## src/rtl/hazard_scoreboard.sv

```systemverilog
// Hazard detection and forwarding unit: tracks in-flight register writers in a tag
// pipeline, stalls decode on load-use hazards and drives registered forwarding selects.
module hazard_scoreboard #(
  parameter  int XLEN        = 32,
  parameter  int AW          = 5,
  parameter  int DEPTH       = 3,
  parameter  int LOAD_SRC    = 1,
  parameter  int FLUSH_DEPTH = 1,
  localparam int SW          = $clog2(DEPTH + 1)
) (
  input  logic                  clk,
  input  logic                  rst,
  input  logic                  id_valid_i,
  input  logic [AW-1:0]         id_rs1_i,
  input  logic [AW-1:0]         id_rs2_i,
  input  logic                  id_rs1_used_i,
  input  logic                  id_rs2_used_i,
  input  logic [AW-1:0]         id_rd_i,
  input  logic                  id_reg_wr_en_i,
  input  logic                  id_is_load_i,
  input  logic                  hold_i,
  input  logic                  flush_i,
  input  logic [DEPTH*XLEN-1:0] stage_data_i,
  input  logic [XLEN-1:0]       ex_rs1_data_i,
  input  logic [XLEN-1:0]       ex_rs2_data_i,
  output logic                  stall_o,
  output logic                  issue_o,
  output logic                  ex_valid_o,
  output logic [SW-1:0]         ex_fwd_sel1_o,
  output logic [SW-1:0]         ex_fwd_sel2_o,
  output logic [XLEN-1:0]       ex_op1_o,
  output logic [XLEN-1:0]       ex_op2_o,
  output logic [31:0]           stall_count_o
);

  logic [DEPTH-1:0] tag_valid;
  logic [DEPTH-1:0] tag_wr;
  logic [DEPTH-1:0] tag_load;
  logic [AW-1:0]    tag_rd [DEPTH];

  logic [SW-1:0] sel1_d;
  logic [SW-1:0] sel2_d;
  logic          hz1;
  logic          hz2;

  // Scanning from oldest to youngest lets the youngest match overwrite older ones.
  always_comb begin
    sel1_d = '0;
    sel2_d = '0;
    hz1    = 1'b0;
    hz2    = 1'b0;
    for (int k = DEPTH - 1; k >= 0; k--) begin
      if (tag_valid[k] && tag_wr[k] && tag_rd[k] == id_rs1_i &&
          id_rs1_i != '0 && id_rs1_used_i) begin
        sel1_d = SW'(k + 1);
        hz1    = tag_load[k] && (k < LOAD_SRC);
      end
      if (tag_valid[k] && tag_wr[k] && tag_rd[k] == id_rs2_i &&
          id_rs2_i != '0 && id_rs2_used_i) begin
        sel2_d = SW'(k + 1);
        hz2    = tag_load[k] && (k < LOAD_SRC);
      end
    end
  end

  assign stall_o = id_valid_i & (hz1 | hz2) & ~flush_i;
  assign issue_o = id_valid_i & ~stall_o & ~hold_i & ~flush_i;

  always_ff @(posedge clk) begin
    if (rst) begin
      tag_valid     <= '0;
      tag_wr        <= '0;
      tag_load      <= '0;
      for (int k = 0; k < DEPTH; k++) tag_rd[k] <= '0;
      ex_valid_o    <= 1'b0;
      ex_fwd_sel1_o <= '0;
      ex_fwd_sel2_o <= '0;
      stall_count_o <= '0;
    end else if (flush_i || !hold_i) begin
      for (int k = 1; k < DEPTH; k++) begin
        tag_wr[k]    <= tag_wr[k-1];
        tag_load[k]  <= tag_load[k-1];
        tag_rd[k]    <= tag_rd[k-1];
        // A flush also kills the younger shifted entries that were on the wrong path.
        tag_valid[k] <= (flush_i && k < FLUSH_DEPTH) ? 1'b0 : tag_valid[k-1];
      end
      tag_valid[0]  <= issue_o;
      tag_wr[0]     <= id_reg_wr_en_i;
      tag_load[0]   <= id_is_load_i;
      tag_rd[0]     <= id_rd_i;
      ex_valid_o    <= issue_o;
      ex_fwd_sel1_o <= issue_o ? sel1_d : '0;
      ex_fwd_sel2_o <= issue_o ? sel2_d : '0;
      if (stall_o && !hold_i && stall_count_o != 32'hFFFF_FFFF)
        stall_count_o <= stall_count_o + 32'd1;
    end
  end

  always_comb begin
    ex_op1_o = ex_rs1_data_i;
    ex_op2_o = ex_rs2_data_i;
    for (int k = 0; k < DEPTH; k++) begin
      if (ex_fwd_sel1_o == SW'(k + 1)) ex_op1_o = stage_data_i[k*XLEN +: XLEN];
      if (ex_fwd_sel2_o == SW'(k + 1)) ex_op2_o = stage_data_i[k*XLEN +: XLEN];
    end
  end

endmodule

```

## config.mk

```make
export PLATFORM = sky130hd
export DESIGN_NAME = hazard_scoreboard
export DESIGN_NICKNAME = d
export VERILOG_FILES = /design/src/rtl/hazard_scoreboard.sv
export SDC_FILE = /design/constraint.sdc
export NUM_CORES = 1
export LEC_CHECK = 0
export BUFFER_PORTS_ARGS = -buffer_cell sky130_fd_sc_hd__buf_2
export CORE_AREA = 2 2 110 112
export DETAILED_ROUTE_END_ITERATION = 7
export DIE_AREA = 0 0 112 114
export GPL_TIMING_DRIVEN = 0
export PLACE_DENSITY_LB_ADDON = 0.05
export SYNTH_ARGS = -nofsm -noshare
export SYNTH_HDL_FRONTEND = slang
export SYNTH_SLANG_ARGS = --single-unit
```

## constraint.sdc

```tcl
create_clock -name clk -period 3.65 [get_ports clk]
set_input_delay 0.365 -clock clk [delete_from_list [all_inputs] [get_ports clk]]
set_output_delay 0.365 -clock clk [all_outputs]
set_load 0.01 [all_outputs]
```

==> results of run 1 <==
[routing by layer]
metal	wire length, µm	track usage, %	vias up	part of all wire (%)
li1	-	-	2229	-
met1	6930	34.4	2427	39
met2	8890	45.7	266	50
met3	1580	7.01	30	8.8
met4	473	8.94	0	2.6
met5	0	0	-	0
[synth_stat cells (3+ instances only)]
cell / count
sky130_fd_sc_hd__a21oi_1: 27
sky130_fd_sc_hd__a22o_1: 6
sky130_fd_sc_hd__and2_1: 16
sky130_fd_sc_hd__and3_1: 3
sky130_fd_sc_hd__and4_1: 4
sky130_fd_sc_hd__buf_1: 7
sky130_fd_sc_hd__buf_6: 4
sky130_fd_sc_hd__clkbuf_1: 17
sky130_fd_sc_hd__dfxtp_1: 43
sky130_fd_sc_hd__edfxtp_1: 15
sky130_fd_sc_hd__inv_1: 6
sky130_fd_sc_hd__mux4_2: 64
sky130_fd_sc_hd__nand2_1: 16
sky130_fd_sc_hd__nand3_1: 19
sky130_fd_sc_hd__nand4_1: 15
sky130_fd_sc_hd__nor2_1: 12
sky130_fd_sc_hd__nor2b_1: 3
sky130_fd_sc_hd__nor3_1: 7
sky130_fd_sc_hd__nor4_1: 3
sky130_fd_sc_hd__o2111ai_1: 3
sky130_fd_sc_hd__o21ai_0: 22
sky130_fd_sc_hd__o31ai_1: 6
sky130_fd_sc_hd__or3_1: 25
sky130_fd_sc_hd__or4_1: 6
sky130_fd_sc_hd__xnor2_1: 29
sky130_fd_sc_hd__xor2_1: 5
[cell families (layout without fill, tap and decap cells)]
family	after synthesis	after routing	synth area share [%]
xor gates and xnor gates	34	34	6.64
adders and majority gates	1	1	0.279
and+or+nand+nor	134	134	17.5
other	0	3	0
DFF	58	58	29.2
buffers and inverters	35	336	3.63
AOI/OAI and AO/OA	73	73	9.87
muxes	67	67	32.8
[worst max-delay path by stage]
stage | startpoint | endpoint | slack (ps)
finish | tag_rd[0][0] | issue_o | 790
detailed placement | id_rs2_i[0] | stall_count_o[10] | 940
global route | tag_rd[0][0] | issue_o | 610
floorplan | tag_rd[0][0] | issue_o | 1390
global placement | id_rs2_i[0] | stall_count_o[10] | 900
CTS | tag_rd[0][4] | issue_o | 790
[state kept, by name (all words and copies together), names as in the netlist]
| signal | count |
|---|---|
| tag_load | 1 |
| tag_valid | 3 |
| ex_fwd_sel1_o | 2 |
| tag_wr | 3 |
| stall_count_o | 32 |
| tag_rd | 15 |
| ex_fwd_sel2_o | 2 |
[metrics by stage]
| stage | instances | setup WS [ps] | util [%] | cell area (µm²) |
|---|---|---|---|---|
| 5_1_grt | 852 | 612 | 54.8 | 6410 |
| 6_report | 853 | 791 | 54.8 | 6420 |
| 4_1_cts | 850 | 793 | 54.7 | 6410 |
| 2_1_floorplan | 402 | 1390 | - | 4490 |
| 3_3_place_gp | 834 | 903 | 52.1 | 6100 |
| 3_5_place_dp | 834 | 939 | 52.1 | 6100 |
[worst reg2reg max path: stages (launching register included)]
cell and delay (ps):
sky130_fd_sc_hd__edfxtp_1 440, sky130_fd_sc_hd__xnor2_1 180, sky130_fd_sc_hd__nand4_1 180, sky130_fd_sc_hd__nor4_4 540
sky130_fd_sc_hd__o21ai_0 280, sky130_fd_sc_hd__a2111oi_0 560, sky130_fd_sc_hd__mux2_2 400
[power by group]
group	switching, mW	total, mW	internal (mW)
Sequential	0.0169	0.695	0.678
Combinational	0.143	0.320	0.176
Clock	0.291	0.887	0.596
Total	0.451	1.90	1.45
[layout make-up]
cell class | count | area (µm²) | share of cell area [%]
well taps | 147 | 184 | 2.87
plain buffers | 29 | 140 | 2.18
inverters | 6 | 22.5 | 0.351
repair buffers | 285 | 1430 | 22.2
diodes | 3 | 7.51 | 0.117
clock buffers | 11 | 233 | 3.63
flip-flops and latches | 58 | 1310 | 20.4
clock inverters | 5 | 78.8 | 1.23
multi-input cells | 309 | 3010 | 47.0
==> results.yml, run 1 <==
cts:
  clock-sinks: 58
  cts-hold-fix-buffers: 0
  tritoncts.num_buffers: 9
  postCtsSetupRepairBufs: 0
  clock_tree_from_tritoncts: "done"
  clk_latency_ps: 330
  clockBufferDepth: 2
  clk_transition_reported_paths_ps: 50
  cts_repair_resize_count: 0
  htree_num_levels: 3
  root_buffer: "sky130_fd_sc_hd__clkbuf_16"
hold_path:
  min_from: "id_is_load_i"
  holdPathEnd: "tag_load[0]"
  hold_class: "input pin to flop"
  hold_path_cells: 2
setup_path:
  worstPathBufferInverterCount: 1
  critical-path-max-stage-delay_ps: 540
  start_kind: "flop"
  reg2reg_from: "tag_rd[0][0]"
  cp.depth: 7
  timing.critical_path.arrival_ps: 2490
  crit_path_max_fanout: 8
  timing.critical_path.required_ps: 3280
  timing.reg2reg.worst_path_depth: 6
  critical_path_class: "flop to primary output"
  critical_path.reg2reg.endpoint: "stall_count_o[10]"
  end_kind: "primary output"
  ff2ff_setup_slack_ps: 950
  worst_path_max_delay_cell: "sky130_fd_sc_hd__nor4_4"
  crit_chain: "xnor2_1 -> nand4_1 -> nor4_4 -> o21ai_0 -> nor3b_1 -> nor2_1 -> buf_2"
  critPathTopFamily: "simple AND/OR/NAND/NOR gates"
yosys:
  synth.cell_area_um2: 4490
  yosys_warnings: 0
  synth_top_area_share_pct: 32.1
  mappedNetlistNets: 587
  synthArstFlopShare_pct: 0
  synthDominantAreaCellType: "sky130_fd_sc_hd__mux4_2"
  synth_top_cells_by_area: "sky130_fd_sc_hd__mux4_2 32%, sky130_fd_sc_hd__dfxtp_1 19%, sky130_fd_sc_hd__edfxtp_1 10%, sky130_fd_sc_hd__xnor2_1 5.7%, sky130_fd_sc_hd__or3_1 3.5%"
  syn_inst: 402
  dominantRegCellSynth: "sky130_fd_sc_hd__dfxtp_1"
  yosysSeqAreaShare_pct: 29.2
  synth.distinct_cells: 40
  synth.avg_cell_area_um2: 11.2
  yosys_register_bits: 58
  synth-edff-count: 15
pwr:
  ir_drop_v: 0.000250
  power_density_nw_per_um2: 296
  power.static_leakage_nw: 2.58
  total_power_mw: 1.90
global_routing:
  globalRoute.totalOverflow: 0
  antenna_found_initial: 3
  grt_start_max_net_pins: 16
  grt_pass1_wl_um: 26800
  global_route.usage.total_pct: 27.2
  number_of_global_route_vias_before_repair: 4879
route:
  detail_route.wirelength_um: 17900
  drt_iter0_drc: 243
  routedWlPerCell_um: 20.9
  drt_pre_antenna_iters: 5
  detail_route.drc_violations: 0
  route.antenna.remaining_nets: 0
  num_vias: 4952
  number_of_vias_per_cell_after_detailed_routing: 5.81
timing:
  tightest_slew_ps: 877
  timing.final.crit_period_ps: 2860
  timing_max_transition_violations_final: 0
  totalNegativeSetupSlack_ps: 0
  hold-worst-slack_ps: 267
  hold_viol_final: 0
  max-slew-margin-rel_pct: 41.5
  fin_worst_skew_ps: 9.77
  timing.fmax_mhz: 350
  post-route-period-util_pct: 78.3
  grt_setup_unrepaired: "no"
  finalSetupViolCount: 0
floorplan:
  width_of_the_chip_um: 112
  core_area_um2: 11700
  floorplan.initialDensity_pct: 38.3
  ioPinCount: 287
  die_height_um: 114
  floorplan.rows: 40
  die_area_um2: 12800
layout:
  num-nets-final: 883
  areaGrowthSynthToFinish_pct: 43.0
  layout.cells.most_common_list: "286 x sky130_fd_sc_hd__buf_2, 64 x sky130_fd_sc_hd__mux4_2, 43 x sky130_fd_sc_hd__dfxtp_1"
  mostFrequentLayoutCell: "sky130_fd_sc_hd__buf_2"
  post_route_cells_drive_above_1_share_pct: 53.3
  n_fill_cell: 1108
placed_design:
  place_congestion: 0.935
  placement.io_buffers: 285
  detailedPlacementHpwl_um: 14900
run:
  max-cap-violations: 0
run_status:
  run_status: "complete, no violations"
No activity file was read; power rests on OpenSTA's default activity.
==> run 2: changes to the inputs <==
--- a/config.mk
+++ b/config.mk
@@ -6,9 +6,10 @@
 export NUM_CORES = 1
 export LEC_CHECK = 0
 export BUFFER_PORTS_ARGS = -buffer_cell sky130_fd_sc_hd__buf_2
-export CORE_AREA = 2 2 110 112
+export CORE_ASPECT_RATIO = 0.6
+export CORE_MARGIN = 2
+export CORE_UTILIZATION = 44
 export DETAILED_ROUTE_END_ITERATION = 7
-export DIE_AREA = 0 0 112 114
 export GPL_TIMING_DRIVEN = 0
 export PLACE_DENSITY_LB_ADDON = 0.05
 export SYNTH_ARGS = -nofsm -noshare
==> constraint.sdc (replaced) <==
create_clock -name clk -period 2.9 [get_ports clk]
set_input_delay 0.29 -clock clk [delete_from_list [all_inputs] [get_ports clk]]
set_output_delay 0.29 -clock clk [all_outputs]
set_load 0.01 [all_outputs]
==> run 2 against run 1 <==
Effect of this change: clock power grew 23%; die area shrank 13%; final area grew 0.31%; flip-flop and latch count is the same; critical endpoint unchanged.
==> results.yml, run 2 (same netlist as run 1, synthesis figures left out) <==
floorplan:
  floorplan.rows: 28
  die_area_um2: 11000
  ioPinCount: 287
  core_area_um2: 9880
  width_of_the_chip_um: 134
  floorplan.initialDensity_pct: 45.4
  die_height_um: 82.2
layout:
  multi_input_comb_area_um2: 3010
  num-nets-final: 885
  largest_register_ffs: 32
  n_fill_cell: 887
  biggestRegsByFlops: "stall_count_o (32), tag_rd (15)"
  final-instance-count-excl-fill: 852
  regMostFlops: "stall_count_o"
  mostFrequentLayoutCell: "sky130_fd_sc_hd__buf_2"
  post_route_cells_drive_above_1_share_pct: 54.3
  final-seq-area_um2: 1310
  areaGrowthSynthToFinish_pct: 43.4
  layout.cells.most_common_list: "286 x sky130_fd_sc_hd__buf_2, 64 x sky130_fd_sc_hd__mux4_2, 43 x sky130_fd_sc_hd__dfxtp_1"
global_routing:
  antenna_found_initial: 10
  global_route.usage.total_pct: 31.8
  globalRoute.busiestLayer: "met2"
  globalRoute.totalOverflow: 0
  groute.layer.met1.usage_pct: 40.5
  grt_pass1_wl_um: 26300
  grt_use_met2_pct: 53.2
  grt_start_max_net_pins: 16
  globalRouteMet3Util_pct: 6.11
  number_of_global_route_vias_before_repair: 4791
pwr:
  power.static_leakage_nw: 2.61
  total_power_mw: 2.36
  ir_drop_v: 0.000351
  power_density_nw_per_um2: 367
setup_path:
  timing.critical_path.arrival_ps: 2470
  critical_path_class: "flop to primary output"
  timing.critical_path.required_ps: 2610
  crit_path_max_fanout: 8
  end_kind: "primary output"
  start_kind: "flop"
route:
  drt_iter0_drc: 387
  detail_route.drc_violations: 0
  drt_pre_antenna_iters: 5
  route.antenna.remaining_nets: 0
  routedWlPerCell_um: 21.5
  num_vias: 5000
  detail_route.wirelength_um: 18300
  number_of_vias_per_cell_after_detailed_routing: 5.87
cts:
  clk_transition_reported_paths_ps: 50
  clockBufferDepth: 2
  clock_tree_from_tritoncts: "done"
  htree_num_levels: 3
  root_buffer: "sky130_fd_sc_hd__clkbuf_16"
  clock-sinks: 58
  clk_latency_ps: 330
  cts-hold-fix-buffers: 0
  tritoncts.num_buffers: 9
placed_design:
  placement.io_buffers: 285
  place_congestion: 0.904
  place.detailed.instances: 822
  detailedPlacementHpwl_um: 15000
timing:
  hold_viol_final: 0
  finalSetupViolCount: 0
  hold-worst-slack_ps: 191
  tightest_slew_ps: 767
  timing.fmax_mhz: 362
  post-route-period-util_pct: 95.2
  timing.final.crit_period_ps: 2760
  timing_max_transition_violations_final: 0
  max-slew-margin-rel_pct: 48.9
  fin_worst_skew_ps: 6.30
run_status:
  run_status: "complete, no violations"
run:
  max-cap-violations: 0
hold_path:
  hold_class: "input pin to flop"
-- run 2: cell types whose count changed in the layout (fill, tap and decap cells not counted), sizes merged --
cell	before	now
buf	297	295
bufinv	2	1
clkbuf	28	32
diode	3	12
inv	6	7
-- run 2: layout make-up --
cell class	instances	share of cell area [%]
Clock inverter	5	0.797
Buffer	29	2.26
Clock buffer	11	3.93
Antenna cell	12	0.467
Timing Repair Buffer	287	22.4
Tap cell	135	2.62
Multi-Input combinational cell	309	46.8
Sequential cell	58	20.4
Inverter	6	0.350
-- run 2: layer usage --
layer / up-vias / wire length, µm
li1: 2229 / -
met2: 287 / 9180
met5: - / 0
met1: 2436 / 7220
met3: 48 / 1260
met4: 0 / 634
-- run 2: through the flow --
| stage | utilization (%) | instance area (µm²) | TNS (ps) | setup WS [ps] |
|---|---|---|---|---|
| after floorplan | - | 4490 | 0 | 717 |
| after global placement | 61.6 | 6080 | 0 | 374 |
| after detailed placement | 61.6 | 6080 | 0 | 317 |
| after CTS | 64.6 | 6390 | 0 | 28.6 |
| after global routing | 65.1 | 6430 | -27.2 | -27.2 |
| final | 65.1 | 6440 | 0 | 138 |
-- run 2: repair_timing --
item,in CTS,in global routing
gates resized for setup,0,8
buffers inserted,0,2
setup endpoints to repair,0,35
-- run 2: path summary, 6_finish.rpt --
path | from | depth (start not counted) | slack [ps] | to
max | tag_rd[0][3] | 7 | 140 | issue_o
min | id_reg_wr_en_i | 2 | 190 | tag_wr[0]
max reg2reg | stall_count_o[0] | 7 | 400 | stall_count_o[28]
min reg2reg | stall_count_o[31] | 2 | 500 | stall_count_o[31]
-- run 2: power by group --
part	total [mW]	switching, mW	internal, mW
logic	0.401	0.179	0.222
clock network	1.09	0.380	0.707
registers	0.877	0.0236	0.853
total	2.36	0.582	1.78
-- run 2: worst max-delay path, stage by stage (launching register included) --
cell and delay, ps:
sky130_fd_sc_hd__edfxtp_1 460, sky130_fd_sc_hd__xnor2_1 180, sky130_fd_sc_hd__nand4_1 160, sky130_fd_sc_hd__nor4_4 430
sky130_fd_sc_hd__o21ai_0 240, sky130_fd_sc_hd__nor3b_1 450, sky130_fd_sc_hd__nor2_1 60, sky130_fd_sc_hd__buf_2 160
==> run 3: changes to the inputs <==
--- a/config.mk
+++ b/config.mk
@@ -5,10 +5,11 @@
 export SDC_FILE = /design/constraint.sdc
 export NUM_CORES = 1
 export LEC_CHECK = 0
+export ABC_AREA = 1
 export BUFFER_PORTS_ARGS = -buffer_cell sky130_fd_sc_hd__buf_2
 export CORE_ASPECT_RATIO = 0.6
 export CORE_MARGIN = 2
-export CORE_UTILIZATION = 44
+export CORE_UTILIZATION = 46
 export DETAILED_ROUTE_END_ITERATION = 7
 export GPL_TIMING_DRIVEN = 0
 export PLACE_DENSITY_LB_ADDON = 0.05
==> run 3 against run 2 <==
Effect of this change: sequential power shrank 0.9%; die area grew 14%; global-route usage grew 1.1 points; combinational power grew 8.5%; setup slack gained 18 ps; synthesized area grew 19%; clock power is essentially flat; flip-flop and latch count is the same; synthesized cell count grew 120%; largest cell class unchanged; sequential share of layout area shrank 2.4 points.
==> results.yml, run 3 <==
layout:
  regMostFlops: "stall_count_o"
  num-nets-final: 1353
  finalCoreUtilization_pct: 64.5
  post_route_cells_drive_above_1_share_pct: 29.9
  multi_input_comb_area_um2: 3110
  largest_register_ffs: 32
  mostFrequentLayoutCell: "sky130_fd_sc_hd__buf_2"
  biggestRegsByFlops: "stall_count_o (32), tag_rd (15)"
  n_fill_cell: 1160
  final-seq-area_um2: 1310
  areaGrowthSynthToFinish_pct: 36.4
  layout.cells.most_common_list: "291 x sky130_fd_sc_hd__buf_2, 170 x sky130_fd_sc_hd__inv_1, 146 x sky130_fd_sc_hd__o21ai_0"
floorplan:
  floorplan.rows: 30
  die_height_um: 87.6
  width_of_the_chip_um: 143
  ioPinCount: 287
  core_area_um2: 11300
  die_area_um2: 12600
  floorplan.initialDensity_pct: 47.3
route:
  routedWlPerCell_um: 16.2
  route.antenna.remaining_nets: 0
  number_of_vias_per_cell_after_detailed_routing: 5.40
  num_vias: 7213
  detail_route.wirelength_um: 21700
  detail_route.drc_violations: 0
  drt_pre_antenna_iters: 5
  drt_iter0_drc: 579
global_routing:
  globalRoute.totalOverflow: 0
  grt_start_max_net_pins: 25
  antenna_found_initial: 2
  grt_pass1_wl_um: 32600
  number_of_global_route_vias_before_repair: 6379
  global_route.usage.total_pct: 32.9
placed_design:
  post_place_setup_slack_ps: 585
  placement.io_buffers: 286
  place_congestion: 0.945
  detailedPlacementHpwl_um: 17200
pwr:
  power.static_leakage_nw: 3.59
  ir_drop_v: 0.000350
  power_density_nw_per_um2: 332
yosys:
  dominantRegCellSynth: "sky130_fd_sc_hd__dfxtp_1"
  yosysSeqAreaShare_pct: 24.5
  mappedNetlistNets: 1056
  syn_inst: 871
  yosys-top-cells-count: "170 x sky130_fd_sc_hd__inv_1, 146 x sky130_fd_sc_hd__o21ai_0, 136 x sky130_fd_sc_hd__nand2_1"
  synth-edff-count: 15
  synth_top_area_share_pct: 16.1
  yosys_register_bits: 58
  synthDominantAreaCellType: "sky130_fd_sc_hd__dfxtp_1"
  synth_top_cells_by_area: "sky130_fd_sc_hd__dfxtp_1 16%, sky130_fd_sc_hd__o21ai_0 14%, sky130_fd_sc_hd__inv_1 12%, sky130_fd_sc_hd__nand2_1 9.5%, sky130_fd_sc_hd__o221ai_1 9.5%"
  synth.distinct_cells: 31
  synth.most_common_cell: "sky130_fd_sc_hd__inv_1"
  synth.cell_area_um2: 5360
  synth.avg_cell_area_um2: 6.15
  yosys_warnings: 0
  synthArstFlopShare_pct: 0
timing:
  totalNegativeSetupSlack_ps: 0
  finalSetupViolCount: 0
  timing.final.crit_period_ps: 2740
  timing.fmax_mhz: 364
  fin_worst_skew_ps: 7.31
  post-route-period-util_pct: 94.6
  post-route-worst-setup-slack_ps: 156
  tightest_slew_ps: 1210
  max-slew-margin-rel_pct: 19.5
  grt_setup_unrepaired: "no"
  timing_max_transition_violations_final: 0
  hold_viol_final: 0
cts:
  clk_latency_ps: 330
  root_buffer: "sky130_fd_sc_hd__clkbuf_16"
  cts-hold-fix-buffers: 0
  clk_transition_reported_paths_ps: 60
  clock-sinks: 58
  postCtsSetupRepairBufs: 0
  clock_tree_from_tritoncts: "done"
  clockBufferDepth: 2
  cts_repair_resize_count: 0
  htree_num_levels: 3
  tritoncts.num_buffers: 9
setup_path:
  critical_path.startpoint: "ex_fwd_sel2_o[1]"
  timing.critical_path.arrival_ps: 2450
  timing.reg2reg.worst_path_depth: 13
  timing.critical_path.required_ps: 2610
  start_kind: "flop"
  critical_path_class: "flop to primary output"
  reg2reg_from: "stall_count_o[0]"
  critical_path.reg2reg.endpoint: "stall_count_o[31]"
  crit_path_max_fanout: 10
  endpoint: "ex_op2_o[18]"
  end_kind: "primary output"
  ff2ff_setup_slack_ps: 910
run_status:
  run_status: "complete, no violations"
run:
  max-cap-violations: 0
hold_path:
  hold_class: "input pin to flop"
  hold_path_cells: 3
-- run 3: metal layers --
layer  global-route usage (%)  part of all wire, %
met4                     8.82                  2.1
met1                     48.3                   45
met2                     47.6                   42
met5                        0                    0
met3                     8.86                   11
-- run 3: how the worst min path moves through the flow --
| stage | start | end | slack, ps |
|---|---|---|---|
| floorplan | id_is_load_i | tag_load[0] | 430 |
| global placement | tag_load[0] | tag_load[0] | 480 |
| detailed placement | tag_wr[0] | tag_wr[0] | 480 |
| CTS | id_reg_wr_en_i | tag_wr[0] | 180 |
| global route | id_reg_wr_en_i | tag_wr[0] | 210 |
| finish | id_reg_wr_en_i | tag_wr[0] | 190 |
-- run 3: cell families (layout without fill, tap and decap cells) --
logic type	Yosys count	count (layout)	share of synthesized area, %
XOR/XNOR	19	19	3.11
buffers and inverters	231	533	17.5
flip-flops	58	58	24.5
AND/OR/NAND/NOR	340	340	29.5
other	0	2	0
AO/OA/AOI/OAI	222	222	25.2
adder cells (fa/ha/maj)	1	1	0.233
-- run 3: per-stage QoR --
step,power (mW),hold slack (ps),cell area [µm²],cells
final,2.42,186,7310,1335
after global routing,2.52,209,7310,1335
after CTS,2.42,180,7300,1333
after detailed placement,1.31,484,6990,1317
after global placement,1.31,476,6990,1317
after floorplan,1.08,429,5360,871
-- run 3: area by class of cell --
type	count	share of cell area (%)
Antenna cell	2	0.0685
Buffer	47	3.32
Clock buffer	11	3.48
Clock inverter	5	0.805
Inverter	184	9.49
Multi-Input combinational cell	582	42.6
Sequential cell	58	17.9
Tap cell	160	2.74
Timing Repair Buffer	286	19.6
-- run 3: worst max-delay path, cell delays in order (launching register included) --
cell,delay [ps]
sky130_fd_sc_hd__dfxtp_1,400
sky130_fd_sc_hd__clkbuf_1,320
sky130_fd_sc_hd__nor2_1,90
sky130_fd_sc_hd__inv_1,170
sky130_fd_sc_hd__nand2_1,120
sky130_fd_sc_hd__clkbuf_1,280
sky130_fd_sc_hd__o221ai_1,270
sky130_fd_sc_hd__o21ai_0,260
sky130_fd_sc_hd__buf_2,220
-- run 3: power breakdown --
part / leakage (nW) / internal, mW / switching, mW
clock: 0.156 / 0.720 / 0.399
sequential: 0.519 / 0.851 / 0.0174
combinational: 2.91 / 0.204 / 0.231
